==> src/rtl/shift_reg_seq_if.sv <==
// -----------------------------------------------------------------------------
// shift_reg_seq_if
//
// Handshake bundle between a client and the shift_reg_seq sequencer.
//   cmd_valid / cmd_ready / cmd_op   : command channel (0=FILL 1=DRAIN 2=LOAD 3=NOP)
//   in_valid  / in_ready  / in_data  : fill words into the sequencer
//   out_valid / out_ready / out_data : drain words out of the sequencer
//
// master : the client (issues commands, supplies fill words, consumes drains)
// slave  : the sequencer
// -----------------------------------------------------------------------------
interface shift_reg_seq_if #(
    parameter int DATA_WIDTH = 8
);
    logic                         cmd_valid;
    logic                         cmd_ready;
    logic [1:0]                   cmd_op;

    logic                         in_valid;
    logic                         in_ready;
    logic signed [DATA_WIDTH-1:0] in_data;

    logic                         out_valid;
    logic                         out_ready;
    logic signed [DATA_WIDTH-1:0] out_data;

    modport master (
        output cmd_valid, cmd_op, in_valid, in_data, out_ready,
        input  cmd_ready, in_ready, out_valid, out_data
    );

    modport slave (
        input  cmd_valid, cmd_op, in_valid, in_data, out_ready,
        output cmd_ready, in_ready, out_valid, out_data
    );
endinterface

==> src/rtl/shift_reg_seq.sv <==
// -----------------------------------------------------------------------------
// shift_reg_seq
//
// Command sequencer for an attached LENGTH-word serial shift register.
// FILL writes LENGTH words from the in_* stream, DRAIN reads LENGTH words out
// on the out_* stream (the shift register rotates, so contents are preserved),
// LOAD pulses a parallel load for one cycle, NOP just completes.
//
// Ports:
//   clk        rising-edge clock
//   reset_n    asynchronous active-low reset
//   bus        shift_reg_seq_if.slave : cmd_*, in_*, out_* handshakes
//   ctrl_code  to shift_reg: 0=UPLOAD 1=LOAD 2=WRITE 3=READ
//   data_write to shift_reg: serial write word
//   data_read  from shift_reg: serial read word, valid the cycle after READ
//   busy       high whenever the sequencer is not idle
//   done       one-cycle completion pulse, registered
// -----------------------------------------------------------------------------
module shift_reg_seq #(
    parameter int DATA_WIDTH = 8,
    parameter int LENGTH     = 4
) (
    input  logic                         clk,
    input  logic                         reset_n,
    shift_reg_seq_if.slave               bus,
    output logic [1:0]                   ctrl_code,
    output logic signed [DATA_WIDTH-1:0] data_write,
    input  logic signed [DATA_WIDTH-1:0] data_read,
    output logic                         busy,
    output logic                         done
);

    localparam int              CNT_W = $clog2(LENGTH + 1);
    localparam logic [CNT_W-1:0] LAST = CNT_W'(LENGTH - 1);

    typedef enum logic [2:0] {
        S_IDLE,
        S_FILL,
        S_DRAIN,
        S_FLUSH,
        S_LOAD
    } state_t;

    typedef enum logic [1:0] {
        CTRL_UPLOAD = 2'd0,
        CTRL_LOAD   = 2'd1,
        CTRL_WRITE  = 2'd2,
        CTRL_READ   = 2'd3
    } ctrl_t;

    localparam logic [1:0] OP_FILL  = 2'd0;
    localparam logic [1:0] OP_DRAIN = 2'd1;
    localparam logic [1:0] OP_LOAD  = 2'd2;

    state_t           state;
    logic [CNT_W-1:0] count;
    logic             out_valid_q;
    logic             done_q;

    logic cmd_fire;
    logic read_issue;
    logic out_fire;

    // Handshake qualifiers. A READ is only issued when the output slot is
    // empty or is being emptied this cycle, so data_read never changes under
    // a stalled word.
    assign cmd_fire   = bus.cmd_valid && (state == S_IDLE);
    assign read_issue = (state == S_DRAIN) && (!out_valid_q || bus.out_ready);
    assign out_fire   = ((state == S_DRAIN) || (state == S_FLUSH))
                        && out_valid_q && bus.out_ready;

    assign bus.cmd_ready = (state == S_IDLE);
    assign bus.in_ready  = (state == S_FILL);
    assign bus.out_valid = out_valid_q;
    assign bus.out_data  = data_read;
    assign busy          = (state != S_IDLE);
    assign done          = done_q;
    assign data_write    = (state == S_FILL) ? bus.in_data : '0;

    // NOTE: every output of an always_comb block gets a default first, so no
    // path through the case leaves it unassigned and no latch is inferred.
    always_comb begin
        ctrl_code = CTRL_UPLOAD;
        unique case (state)
            S_FILL:  if (bus.in_valid) ctrl_code = CTRL_WRITE;
            S_DRAIN: if (read_issue)   ctrl_code = CTRL_READ;
            S_LOAD:  ctrl_code = CTRL_LOAD;
            default: ctrl_code = CTRL_UPLOAD;
        endcase
    end

    // NOTE: all state is updated with non-blocking assignments so every
    // register samples values from before the edge, independent of statement
    // order.
    always_ff @(posedge clk or negedge reset_n) begin
        if (!reset_n) begin
            state       <= S_IDLE;
            count       <= '0;
            out_valid_q <= 1'b0;
            done_q      <= 1'b0;
        end else begin
            done_q <= 1'b0;
            unique case (state)
                S_IDLE: begin
                    count <= '0;
                    if (cmd_fire) begin
                        unique case (bus.cmd_op)
                            OP_FILL:  state  <= S_FILL;
                            OP_DRAIN: state  <= S_DRAIN;
                            OP_LOAD:  state  <= S_LOAD;
                            default:  done_q <= 1'b1;   // NOP completes at once
                        endcase
                    end
                end

                S_FILL: begin
                    // Only real handshakes count; idle input cycles are UPLOADs.
                    if (bus.in_valid) begin
                        if (count == LAST) begin
                            count  <= '0;
                            state  <= S_IDLE;
                            done_q <= 1'b1;
                        end else begin
                            count <= count + 1'b1;
                        end
                    end
                end

                S_DRAIN: begin
                    if (read_issue) begin
                        // A READ refills the slot even if it is consumed now.
                        out_valid_q <= 1'b1;
                        if (count == LAST) begin
                            count <= '0;
                            state <= S_FLUSH;
                        end else begin
                            count <= count + 1'b1;
                        end
                    end else if (out_fire) begin
                        out_valid_q <= 1'b0;
                    end
                end

                S_FLUSH: begin
                    // Last word is in the slot; wait for it to be taken.
                    if (out_fire) begin
                        out_valid_q <= 1'b0;
                        state       <= S_IDLE;
                        done_q      <= 1'b1;
                    end
                end

                S_LOAD: begin
                    state  <= S_IDLE;
                    done_q <= 1'b1;
                end

                default: state <= S_IDLE;
            endcase
        end
    end

endmodule

==> src/flat_wrapper.sv <==
// flat-port wrapper written by rule: the top's interface ports become plain ports
module shift_reg_seq_flat 
#(
    parameter int DATA_WIDTH = 8,
    parameter int LENGTH     = 4
)
  (clk, reset_n, ctrl_code, data_write, data_read, busy, done, bus_cmd_valid, bus_cmd_op, bus_in_valid, bus_in_data, bus_out_ready, bus_cmd_ready, bus_in_ready, bus_out_valid, bus_out_data);
  shift_reg_seq_if #(.DATA_WIDTH(DATA_WIDTH)) bus_i ();
  input  logic clk;
  input  logic reset_n;
  output logic [1:0] ctrl_code;
  output logic signed [DATA_WIDTH-1:0] data_write;
  input  logic signed [DATA_WIDTH-1:0] data_read;
  output logic busy;
  output logic done;
  input wire logic [$bits(bus_i.cmd_valid)-1:0] bus_cmd_valid;
  input wire logic [$bits(bus_i.cmd_op)-1:0] bus_cmd_op;
  input wire logic [$bits(bus_i.in_valid)-1:0] bus_in_valid;
  input wire logic [$bits(bus_i.in_data)-1:0] bus_in_data;
  input wire logic [$bits(bus_i.out_ready)-1:0] bus_out_ready;
  output wire logic [$bits(bus_i.cmd_ready)-1:0] bus_cmd_ready;
  output wire logic [$bits(bus_i.in_ready)-1:0] bus_in_ready;
  output wire logic [$bits(bus_i.out_valid)-1:0] bus_out_valid;
  output wire logic [$bits(bus_i.out_data)-1:0] bus_out_data;
  assign bus_i.cmd_valid = bus_cmd_valid;
  assign bus_i.cmd_op = bus_cmd_op;
  assign bus_i.in_valid = bus_in_valid;
  assign bus_i.in_data = bus_in_data;
  assign bus_i.out_ready = bus_out_ready;
  assign bus_cmd_ready = bus_i.cmd_ready;
  assign bus_in_ready = bus_i.in_ready;
  assign bus_out_valid = bus_i.out_valid;
  assign bus_out_data = bus_i.out_data;
  shift_reg_seq #(.DATA_WIDTH(DATA_WIDTH), .LENGTH(LENGTH)) u_core (.clk(clk), .reset_n(reset_n), .bus(bus_i), .ctrl_code(ctrl_code), .data_write(data_write), .data_read(data_read), .busy(busy), .done(done));
endmodule
==> config.mk <==
export PLATFORM = sky130hd
export DESIGN_NAME = shift_reg_seq_flat
export DESIGN_NICKNAME = d
export VERILOG_FILES = /design/src/rtl/shift_reg_seq_if.sv /design/src/rtl/shift_reg_seq.sv /design/src/flat_wrapper.sv
export SDC_FILE = /design/constraint.sdc
export NUM_CORES = 1
export LEC_CHECK = 0
export CAP_MARGIN = 20
export CORE_UTILIZATION = 40
export DETAILED_ROUTE_END_ITERATION = 6
export PLACE_DENSITY = 0.91
export SLEW_MARGIN = 5
export SYNTH_ARGS = -nofsm -noshare
export SYNTH_HDL_FRONTEND = slang
export SYNTH_SLANG_ARGS = --single-unit
export TNS_END_PERCENT = 5
==> constraint.sdc <==
create_clock -name clk -period 2.2 [get_ports clk]
set_input_delay 0.44 -clock clk [delete_from_list [all_inputs] [get_ports clk]]
set_output_delay 0.44 -clock clk [all_outputs]
set_load 0.03 [all_outputs]
# Yosys cells after proc, flatten, opt, wreduce, memory -nomap -nowiden

Index checks and enable logic that the tools add are counted.

Reductions and logical operators: 15
Eq/ne operators: 14
Multiplexer cells: 25
$add $sub $neg: 1

Operators with widths:

| kind                  | number |
|---|---|
| $mux W3               | 9 |
| $pmux W3 S3           | 2 |
| $pmux W3 S4           | 1 |
| $eq A3 B2 Y1 const B  | 3 |
| $mux W8               | 1 |
| $ne A2 B1 Y1 const B  | 4 |
| $mux W1               | 7 |
| $reduce_and A7 Y1     | 1 |
| $pmux W2 S3           | 1 |
| $reduce_bool A3 Y1    | 2 |
| $logic_and A1 B1 Y1   | 4 |
| $mux W2               | 2 |
| $ne A2 B2 Y1 const B  | 2 |
| $ne A4 B1 Y1 const B  | 1 |
| $pmux W1 S4           | 1 |
| $add A3 B1 Y3 const B | 1 |
| $eq A3 B1 Y1 const B  | 1 |
| $eq A3 B3 Y1 const B  | 1 |
| $logic_not A3 Y1      | 1 |
| $reduce_and A3 Y1     | 1 |
| $reduce_or A3 Y1      | 1 |
| $eq A2 B1 Y1 const B  | 1 |
| $eq A2 B2 Y1 const B  | 1 |
| $logic_not A2 Y1      | 1 |
| 4 further kinds       | 5 |

Register bits after elaboration: 8

# Longest topological paths before layout

Gate-level depths: netlist of the first run.

Depth after elaboration: 7
Gate-level depth with buffers: 6
Mapped depth without buffers: 5

# Least setup slack after synthesis of the first run

No wires, ideal clock.

Path kind: flip-flop to output port
Start: reg u_core.state[1]
End: out bus_in_ready
Buffers on the path: 2
Cell stages (with the launch flop): 4
Arrival time: 1367 ps
Path slack: 393 ps
Path through: dfrtp_1 -> buf_6 -> buf_2 -> nor3_1

Cells in the longest elaborated chain, start to end: 1

Ends and longest elaborated chain:

| element                  | line                 | text |
|---|---|---|
| start: declaration       | shift_reg_seq.sv:55  | `state_t state;` |
| start signal: assignment | shift_reg_seq.sv:97  | `state <= S_IDLE;` |
| start signal: assignment | shift_reg_seq.sv:108 | `OP_FILL: state <= S_FILL;` |
| start signal: assignment | shift_reg_seq.sv:109 | `OP_DRAIN: state <= S_DRAIN;` |
| $eq A3 B1 Y1             | shift_reg_seq.sv:73  | `assign bus.in_ready = (state == S_FILL);` |
| end: declaration         | flat_wrapper.sv:22   | `output wire logic [$bits(bus_i.in_ready)-1:0] bus_in_ready;` |

No other way between the ends.

# Final worst setup path of the first run

Start: reg u_core.state[1]
End: out busy

Cells in the longest elaborated chain, start to end: 1

Ends and longest elaborated chain:

| element            | line                | text |
|---|---|---|
| $reduce_bool A3 Y1 | shift_reg_seq.sv:76 | `assign busy = (state != S_IDLE);` |
| end: declaration   | flat_wrapper.sv:14  | `output logic busy;` |

No other way between the ends.

==> impl_results.rst, run 1 <==
.. list-table::
   :header-rows: 1

   * - Metric
     - Value
   * - Maximum buffer depth of the clock tree
     - 2
   * - Sequential-to-total area share from yosys stat
     - 25.5%
   * - Proportion of synthesized area in mux cells
     - 0%
   * - Resize count post-CTS
     - 5
   * - Number of iterations in the first detailed-routing pass
     - 4
   * - CTS tree
     - yes
   * - Outcome
     - finished, final reports clean
   * - HPWL reported at the end of detailed placement
     - 1540 um
   * - Layout cell share with drive strength beyond 1
     - a little under an eighth
   * - Effective utilization at floorplan
     - 44.0%
   * - Via count normalized by instance count
     - 5.21
   * - Chip Height
     - 46.3 um
   * - Xor/xnor share of the synthesized area
     - under 10%
   * - CP cell instances
     - nor2_4 -> nand2_1 -> clkdlybuf4s50_1
   * - Number of buffers created by CTS
     - 3
   * - Data arrival time of the critical path
     - between 1500 and 2000 ps
   * - Worst supply voltage drop on vdd
     - 0.583 mV
   * - Power per unit of standard cell area
     - 1040 nW/um2
   * - First-pass GRT wire length
     - around 3100 um
   * - Die footprint
     - 2140 um2
   * - Area overhead of the layout relative to synthesis
     - 38.8%
   * - Maximum single-stage delay on the critical path
     - 600 ps
   * - Antenna violations before repair
     - 0
   * - Final layout net count
     - approximately 150
   * - Via count of the first global-routing pass
     - slightly above 700
   * - Clock Skews
     - between 10 and 15 ps
   * - Count of endpoints failing hold in the final timing report
     - 0
   * - Overall power of the completed layout
     - 0.00113 W
   * - Number of antenna-violating nets in the routed design
     - 0
   * - CTS H-Tree Depth
     - 1
   * - Worst min-delay path category
     - primary input to async pin
   * - WL final
     - 2000 um
   * - Static Leakage
     - 0.618 nW
   * - Iteration-0 DRC Markers
     - 12
   * - Max Freq
     - approximately 500 MHz
   * - Insertion delay to the later sink of the worst-skew pair
     - roughly 260 ps
   * - Setup violations, final
     - 0
   * - Post-route setup TNS
     - 0 ps
   * - Element type at the critical path start
     - flop
   * - Crit path max-delay cell type
     - sky130_fd_sc_hd__clkdlybuf4s50_1
   * - Syn Nets
     - 126
   * - Post-DR wirelength/cell
     - 13.7 um
   * - Measured slew at the worst slew-check pin
     - slightly above 400 ps
   * - Final global-route overflow total
     - 0
   * - Post-synthesis area per instance
     - around 8.1 um2
   * - Post-CTS Hold Fix Bufs
     - 0
   * - Inserted Diodes
     - 0
   * - TritonCTS sink count
     - 8
   * - RSZ-0062 raised after global routing
     - false
   * - Seq cells post-synth
     - 8
   * - Buffers and inverters on the worst path
     - 1
   * - Largest family of logic cells by synthesized area
     - simple AND/OR/NAND/NOR gates
   * - Die extent in x
     - 46.3 um
   * - Top fanout value on the critical path
     - 10
   * - Cell area after synthesis
     - 785 um2
   * - Synth Area in Simple Gates
     - slightly above 30%
   * - Crit. End Element
     - output port
   * - Cell count after synthesis
     - 97
   * - Boundary Pins
     - 46
   * - Clock period minus worst slack
     - between 2000 and 2500 ps
   * - Total placed instance area
     - 1050 um2
   * - DRC violation count after routing
     - 0
   * - Class of the most critical setup path
     - flop to output port
   * - Unique cell type count in the Yosys netlist
     - 36
   * - Max-cap violations
     - 0
   * - Via count
     - ~760
   * - Cell area after layout
     - roughly 1100 um2
   * - Utilization after layout
     - 61.1%
   * - Area of the core region
     - 1780 um2
   * - Root cell of the clock tree
     - sky130_fd_sc_hd__clkbuf_4
   * - Adder-cell share of the synthesized area
     - 10.8%
   * - Clock edge transition at the registers on the reported setup and hold paths
     - 60 ps
   * - Max-Slew Margin vs Limit
     - 72.0%
   * - Pin count of the biggest net entering global routing
     - 21
   * - # port buffers
     - 29
   * - Warning count from the yosys run
     - 0
   * - Max-slew violation count
     - 0
   * - Number of standard-cell rows in the floorplan
     - 15
   * - Post-CTS setup-driven buffer insertion count
     - 0
   * - Routability-driven placement congestion ratio
     - 0.877
   * - Overall global routing resource usage
     - 20.1%
   * - Required time reported for the critical path endpoint
     - 1760 ps
   * - Synth Area in Compound Gates
     - 17.2%
   * - Tcrit/Tclk final
     - 91.7%
   * - Worst path top cell family by delay
     - buffers and inverters
## report_power, final
group,leakage (nW),total [W],internal [W],switching (W)
clock network,0.0138,0.000118,0.0000628,0.0000555
logic,0.507,0.000767,0.000334,0.000432
registers,0.0976,0.000249,0.000195,0.0000542
total,0.618,0.00113,0.000592,0.000542
## cells in the mapped netlist, drive strengths merged
cell type / instances / area share (%)
o21ai: 3 / 1.9
and2: 1 / 0.80
dfrtp: 8 / 26
xnor2: 1 / 1.1
nor3b: 1 / 0.96
ha: 6 / 9.6
and3: 9 / 7.2
a22o: 1 / 1.1
nor4: 1 / 0.80
or3b: 1 / 1.1
o32ai: 1 / 1.1
o31ai: 1 / 0.96
nor3: 2 / 1.3
a32oi: 1 / 1.1
nand3: 3 / 1.9
o22ai: 1 / 0.80
clkbuf: 2 / 0.96
nand2: 6 / 2.9
a41oi: 2 / 2.2
a21oi: 4 / 2.6
buf: 11 / 10
nand2b: 4 / 3.2
or3: 2 / 1.6
a211oi: 1 / 0.96
nor4bb: 1 / 2.1
a2bb2oi: 1 / 1.1
inv: 7 / 3.3
nor2b: 4 / 3.2
o21a: 1 / 0.96
o221a: 1 / 1.4
a21boi: 1 / 0.96
maj3: 1 / 1.3
nor2: 7 / 3.7
## registers in the layout, indices dropped and copies added (netlist names)
register	count
u_core.count	3
u_core.done	1
u_core.bus.out_valid	1
u_core.state	3
## metal layers
| metal | vias up | part of all wire, % | track usage (%) | wire, um |
|---|---|---|---|---|
| met3 | 8 | 4.2 | 5.10 | 83 |
| met5 | - | 0 | 0 | 0 |
| met2 | 18 | 50 | 32.7 | 1000 |
| met4 | 0 | 1.8 | 8.82 | 36 |
| met1 | 354 | 44 | 24.9 | 876 |
| li1 | 381 | - | - | - |
## final cells by class
class / instances / area (um2)
clock buffer: 3 / 22.5
timing repair buffer: 34 / 333
sequential: 8 / 201
multi-input combinational: 69 / 474
tap: 25 / 31.3
fill: 164 / 694
inverter: 7 / 26.3
## stage by stage
| step | setup slack, ps | instances | hold slack [ps] |
|---|---|---|---|
| 6_report | 182 | 146 | 460 |
| 5_1_grt | 99.5 | 146 | 478 |
| 4_1_cts | 2.45 | 146 | 465 |
| 3_5_place_dp | 37.3 | 143 | 530 |
| 3_3_place_gp | 58.5 | 143 | 523 |
| 2_1_floorplan | 393 | 97 | 144 |
## kinds of logic (layout without fill, tap and decap cells)
| kind of cell | after synthesis | after routing |
|---|---|---|
| adder cells (fa/ha/maj) | 7 | 7 |
| AND/OR/NAND/NOR | 42 | 42 |
| XOR/XNOR | 1 | 1 |
| AO/OA/AOI/OAI | 19 | 19 |
| flip-flops | 8 | 8 |
| buffers and inverters | 20 | 44 |
## worst paths after layout
path,from,end,slack [ps],depth (start not counted)
setup / recovery,u_core.state[1]$_DFFE_PN0P_,busy,180,3
hold / removal,reset_n,u_core.count[1]$_DFFE_PN0P_,460,1
setup reg to reg,u_core.state[1]$_DFFE_PN0P_,u_core.count[1]$_DFFE_PN0P_,680,4
hold reg to reg,u_core.count[2]$_DFFE_PN0P_,u_core.count[2]$_DFFE_PN0P_,550,1
max in group asynchronous,reset_n,u_core.state[0]$_DFFE_PN0P_,1430,1
min in group clk,u_core.count[2]$_DFFE_PN0P_,u_core.count[2]$_DFFE_PN0P_,550,1
## placed cells by master, fill, tap and decap left out, types with 2 or more instances in the layout
master                            count
sky130_fd_sc_hd__clkdlybuf4s50_1     17
sky130_fd_sc_hd__and3_1               9
sky130_fd_sc_hd__o21ai_0              3
sky130_fd_sc_hd__nor3_1               2
sky130_fd_sc_hd__nand2_1              6
sky130_fd_sc_hd__or3_1                2
sky130_fd_sc_hd__a41oi_1              2
sky130_fd_sc_hd__inv_1                7
sky130_fd_sc_hd__buf_4                7
sky130_fd_sc_hd__dfrtp_1              7
sky130_fd_sc_hd__ha_1                 6
sky130_fd_sc_hd__nand3_1              3
sky130_fd_sc_hd__dlygate4sd2_1        4
sky130_fd_sc_hd__nand2b_1             4
sky130_fd_sc_hd__a21oi_1              4
sky130_fd_sc_hd__nor2b_1              4
sky130_fd_sc_hd__dlymetal6s2s_1       6
sky130_fd_sc_hd__clkbuf_4             3
sky130_fd_sc_hd__nor2_1               6
(Power assumes the default switching activity.)
==> inputs of run 2 (changes only) <==
- CELL_PAD_IN_SITES_DETAIL_PLACEMENT: unset -> 1
- CELL_PAD_IN_SITES_GLOBAL_PLACEMENT: unset -> 1
- CORE_UTILIZATION: 40 -> 27
- PLACE_DENSITY: 0.91 -> 0.9
- SKIP_LAST_GASP: unset -> 1
==> run 2 against run 1 <==
Compared with the run above:
- the flow now finishes with violations (negative setup slack)
- setup slack worse by 180 ps
- maximum frequency down 8.4%
- largest cell class unchanged
- total power increased by 2.1%
- clock power barely moved
- sequential share of layout area down 0.073 points
- sequential power shrank 2%
- die area up 46%
==> impl_results.rst, run 2 (synthesized netlist as in run 1, its figures left out) <==
.. list-table::
   :header-rows: 1

   * - Metric
     - Value
   * - Outcome
     - complete, but fails checks
   * - Failing checks
     - negative setup slack
   * - Worst supply voltage drop on vdd
     - 0.675 mV (+16%)
   * - Data arrival time of the critical path
     - 1760 ps (+180 ps)
   * - Number of standard-cell rows in the floorplan
     - 19 (+4)
   * - Crit. End Element
     - output port
   * - Max-slew violation count
     - 0 (unchanged)
   * - Number of iterations in the first detailed-routing pass
     - 4 (unchanged)
   * - Measured slew at the worst slew-check pin
     - 493 ps (+78.0 ps)
   * - Total area of multi-input combinational cells
     - 474 um2 (unchanged)
   * - Commonest cells after routing, fill and taps aside
     - sky130_fd_sc_hd__clkdlybuf4s50_1 (25), sky130_fd_sc_hd__and3_1 (9), sky130_fd_sc_hd__dfrtp_1 (8), sky130_fd_sc_hd__inv_1 (7), sky130_fd_sc_hd__buf_4 (7)
   * - Final layout net count
     - 152 (unchanged)
   * - Power per unit of standard cell area
     - 1070 nW/um2 (+2.3%)
   * - Max-cap violations
     - 0 (unchanged)
   * - Root cell of the clock tree
     - sky130_fd_sc_hd__clkbuf_4
   * - CTS H-Tree Depth
     - 1 (unchanged)
   * - Largest regs
     - u_core.count (3), u_core.state (3)
   * - Number of buffers created by CTS
     - 3 (unchanged)
   * - CP cell instances
     - nor2_4 -> and3_1 -> clkdlybuf4s50_1
   * - Filler cell count
     - 338 (+110%)
   * - Via count
     - 775 (+1.8%)
   * - Hold_ws
     - 471 ps (+11.2 ps)
   * - Maximum single-stage delay on the critical path
     - 670 ps (+70 ps)
   * - Worst min-delay path category
     - primary input to async pin
   * - First-pass GRT wire length
     - 4080 um (+33%)
   * - Boundary Pins
     - 46 (unchanged)
   * - Number of antenna-violating nets in the routed design
     - 0 (unchanged)
   * - Via count of the first global-routing pass
     - 849 (+21%)
   * - Maximum buffer depth of the clock tree
     - 2 (unchanged)
   * - CTS tree
     - yes
   * - Buffers and inverters on the worst path
     - 1 (unchanged)
   * - Register area
     - 200 um2 (-0.62%)
   * - Max Freq
     - 454 MHz (-8.4%)
   * - TritonCTS sink count
     - 8 (unchanged)
   * - Final setup slack of the worst path
     - -2.50 ps (-184 ps)
   * - Die extent in x
     - 55.9 um (+21%)
   * - Worst path top cell family by delay
     - buffers and inverters
   * - Die footprint
     - 3130 um2 (+46%)
   * - Final global-route overflow total
     - 0 (unchanged)
   * - Area of the core region
     - 2760 um2 (+55%)
   * - Layout cell share with drive strength beyond 1
     - 10.7% (-0.83 points)
   * - Antenna violations before repair
     - 0 (unchanged)
   * - HPWL reported at the end of detailed placement
     - 1810 um (+18%)
   * - Post-DR wirelength/cell
     - 15.6 um (+14%)
   * - Tcrit/Tclk final
     - 100% (+8.4 points)
   * - Clock period minus worst slack
     - 2200 ps (+184 ps)
   * - DRC violation count after routing
     - 0 (unchanged)
   * - Static Leakage
     - 0.513 nW (-17%)
   * - Via count normalized by instance count
     - 5.10 (-2.2%)
   * - Top fanout value on the critical path
     - 10 (unchanged)
   * - Chip Height
     - 55.9 um (+21%)
   * - Insertion delay to the later sink of the worst-skew pair
     - 260 ps (about the same)
   * - Clock edge transition at the registers on the reported setup and hold paths
     - 60 ps (about the same)
   * - Post-CTS Hold Fix Bufs
     - 0 (unchanged)
   * - Area overhead of the layout relative to synthesis
     - 38.4%
   * - Required time reported for the critical path endpoint
     - 1760 ps (about the same)
   * - Inserted Diodes
     - 0 (unchanged)
   * - Element type at the critical path start
     - flop
   * - Total placed instance area
     - 1060 um2 (+0.71%)
   * - Iteration-0 DRC Markers
     - 14 (+2)
   * - Max-Slew Margin vs Limit
     - 66.7% (-5.3 points)
   * - Pin count of the biggest net entering global routing
     - 21 (unchanged)
   * - # port buffers
     - 29 (unchanged)
   * - Effective utilization at floorplan
     - 28.4% (-16 points)
   * - Setup violations, final
     - 1 (+1)
   * - Overall global routing resource usage
     - 16.4% (-3.7 points)
   * - Count of endpoints failing hold in the final timing report
     - 0 (unchanged)
   * - Class of the most critical setup path
     - flop to output port
   * - Crit path max-delay cell type
     - sky130_fd_sc_hd__clkdlybuf4s50_1
   * - RSZ-0062 raised after global routing
     - true
   * - Clock Skews
     - 2.73 ps (-9.05 ps)
   * - Most frequent standard cell in the layout excluding fill and tap cells
     - sky130_fd_sc_hd__clkdlybuf4s50_1
   * - Cell area after layout
     - 1090 um2 (-0.23%)
   * - Post-route setup TNS
     - -2.50 ps (-2.50 ps)
   * - Routability-driven placement congestion ratio
     - 0.816 (-7.0%)
   * - WL final
     - 2360 um (+18%)
## run 2: through the flow
step	util (%)	std cells	power, W	worst slack, ps
after floorplan	-	97	0.000804	393
after global placement	38.3	149	0.000996	68.2
after detailed placement	38.3	149	0.00103	13.4
after CTS	39.3	152	0.00117	-8.11
after global routing	39.4	152	0.00125	-66.7
final	39.4	152	0.00116	-2.50
## run 2: per-layer routing
| metal | vias to the layer above | part of all wire [%] | GRT usage (%) |
|---|---|---|---|
| met5 | - | 0 | 0 |
| met4 | 0 | 0.34 | 4.18 |
| met3 | 2 | 4.5 | 4.88 |
| met2 | 15 | 53 | 28.9 |
| met1 | 378 | 43 | 19.4 |
| li1 | 380 | - | - |
## run 2: what timing repair did
item                                    in CTS  in global routing
setup buffers                                0                  0
resized for setup                            2                  1
gates cloned                                 0                  0
endpoints found under the setup margin       9                  9
## run 2: cell type report
type	instances	area share, %
flip-flops and latches	8	18.4
repair buffers	34	29.8
inverters	7	2.42
well taps	31	3.57
clock buffers	3	2.07
multi-input cells	69	43.7
## run 2: worst reg2reg max path, stage by stage, from the launching register on
cell and delay, ps:
sky130_fd_sc_hd__dfrtp_1 420, sky130_fd_sc_hd__buf_4 200, sky130_fd_sc_hd__nor4bb_2 510, sky130_fd_sc_hd__or3_1 220, sky130_fd_sc_hd__o221a_2 180
## run 2: power breakdown
| part | internal [W] | leakage, nW | total, W | switching [W] |
|---|---|---|---|---|
| combinational | 0.000340 | 0.400 | 0.000797 | 0.000458 |
| clock | 0.0000628 | 0.0138 | 0.000118 | 0.0000551 |
| sequential | 0.000194 | 0.0991 | 0.000243 | 0.0000490 |
| total | 0.000596 | 0.513 | 0.00116 | 0.000562 |
## run 2: path summary, 6_finish.rpt
check,start,end,slack [ps],depth (start not counted)
setup / recovery,u_core.state[1]$_DFFE_PN0P_,data_write[1],-3,3
hold / removal,reset_n,u_core.count[1]$_DFFE_PN0P_,470,1
setup reg to reg,u_core.state[0]$_DFFE_PN0P_,u_core.count[1]$_DFFE_PN0P_,620,4
hold reg to reg,u_core.count[2]$_DFFE_PN0P_,u_core.count[2]$_DFFE_PN0P_,560,1
max in group asynchronous,reset_n,u_core.bus.out_valid$_DFFE_PN0N_,1450,1
min in group clk,u_core.count[2]$_DFFE_PN0P_,u_core.count[2]$_DFFE_PN0P_,560,1
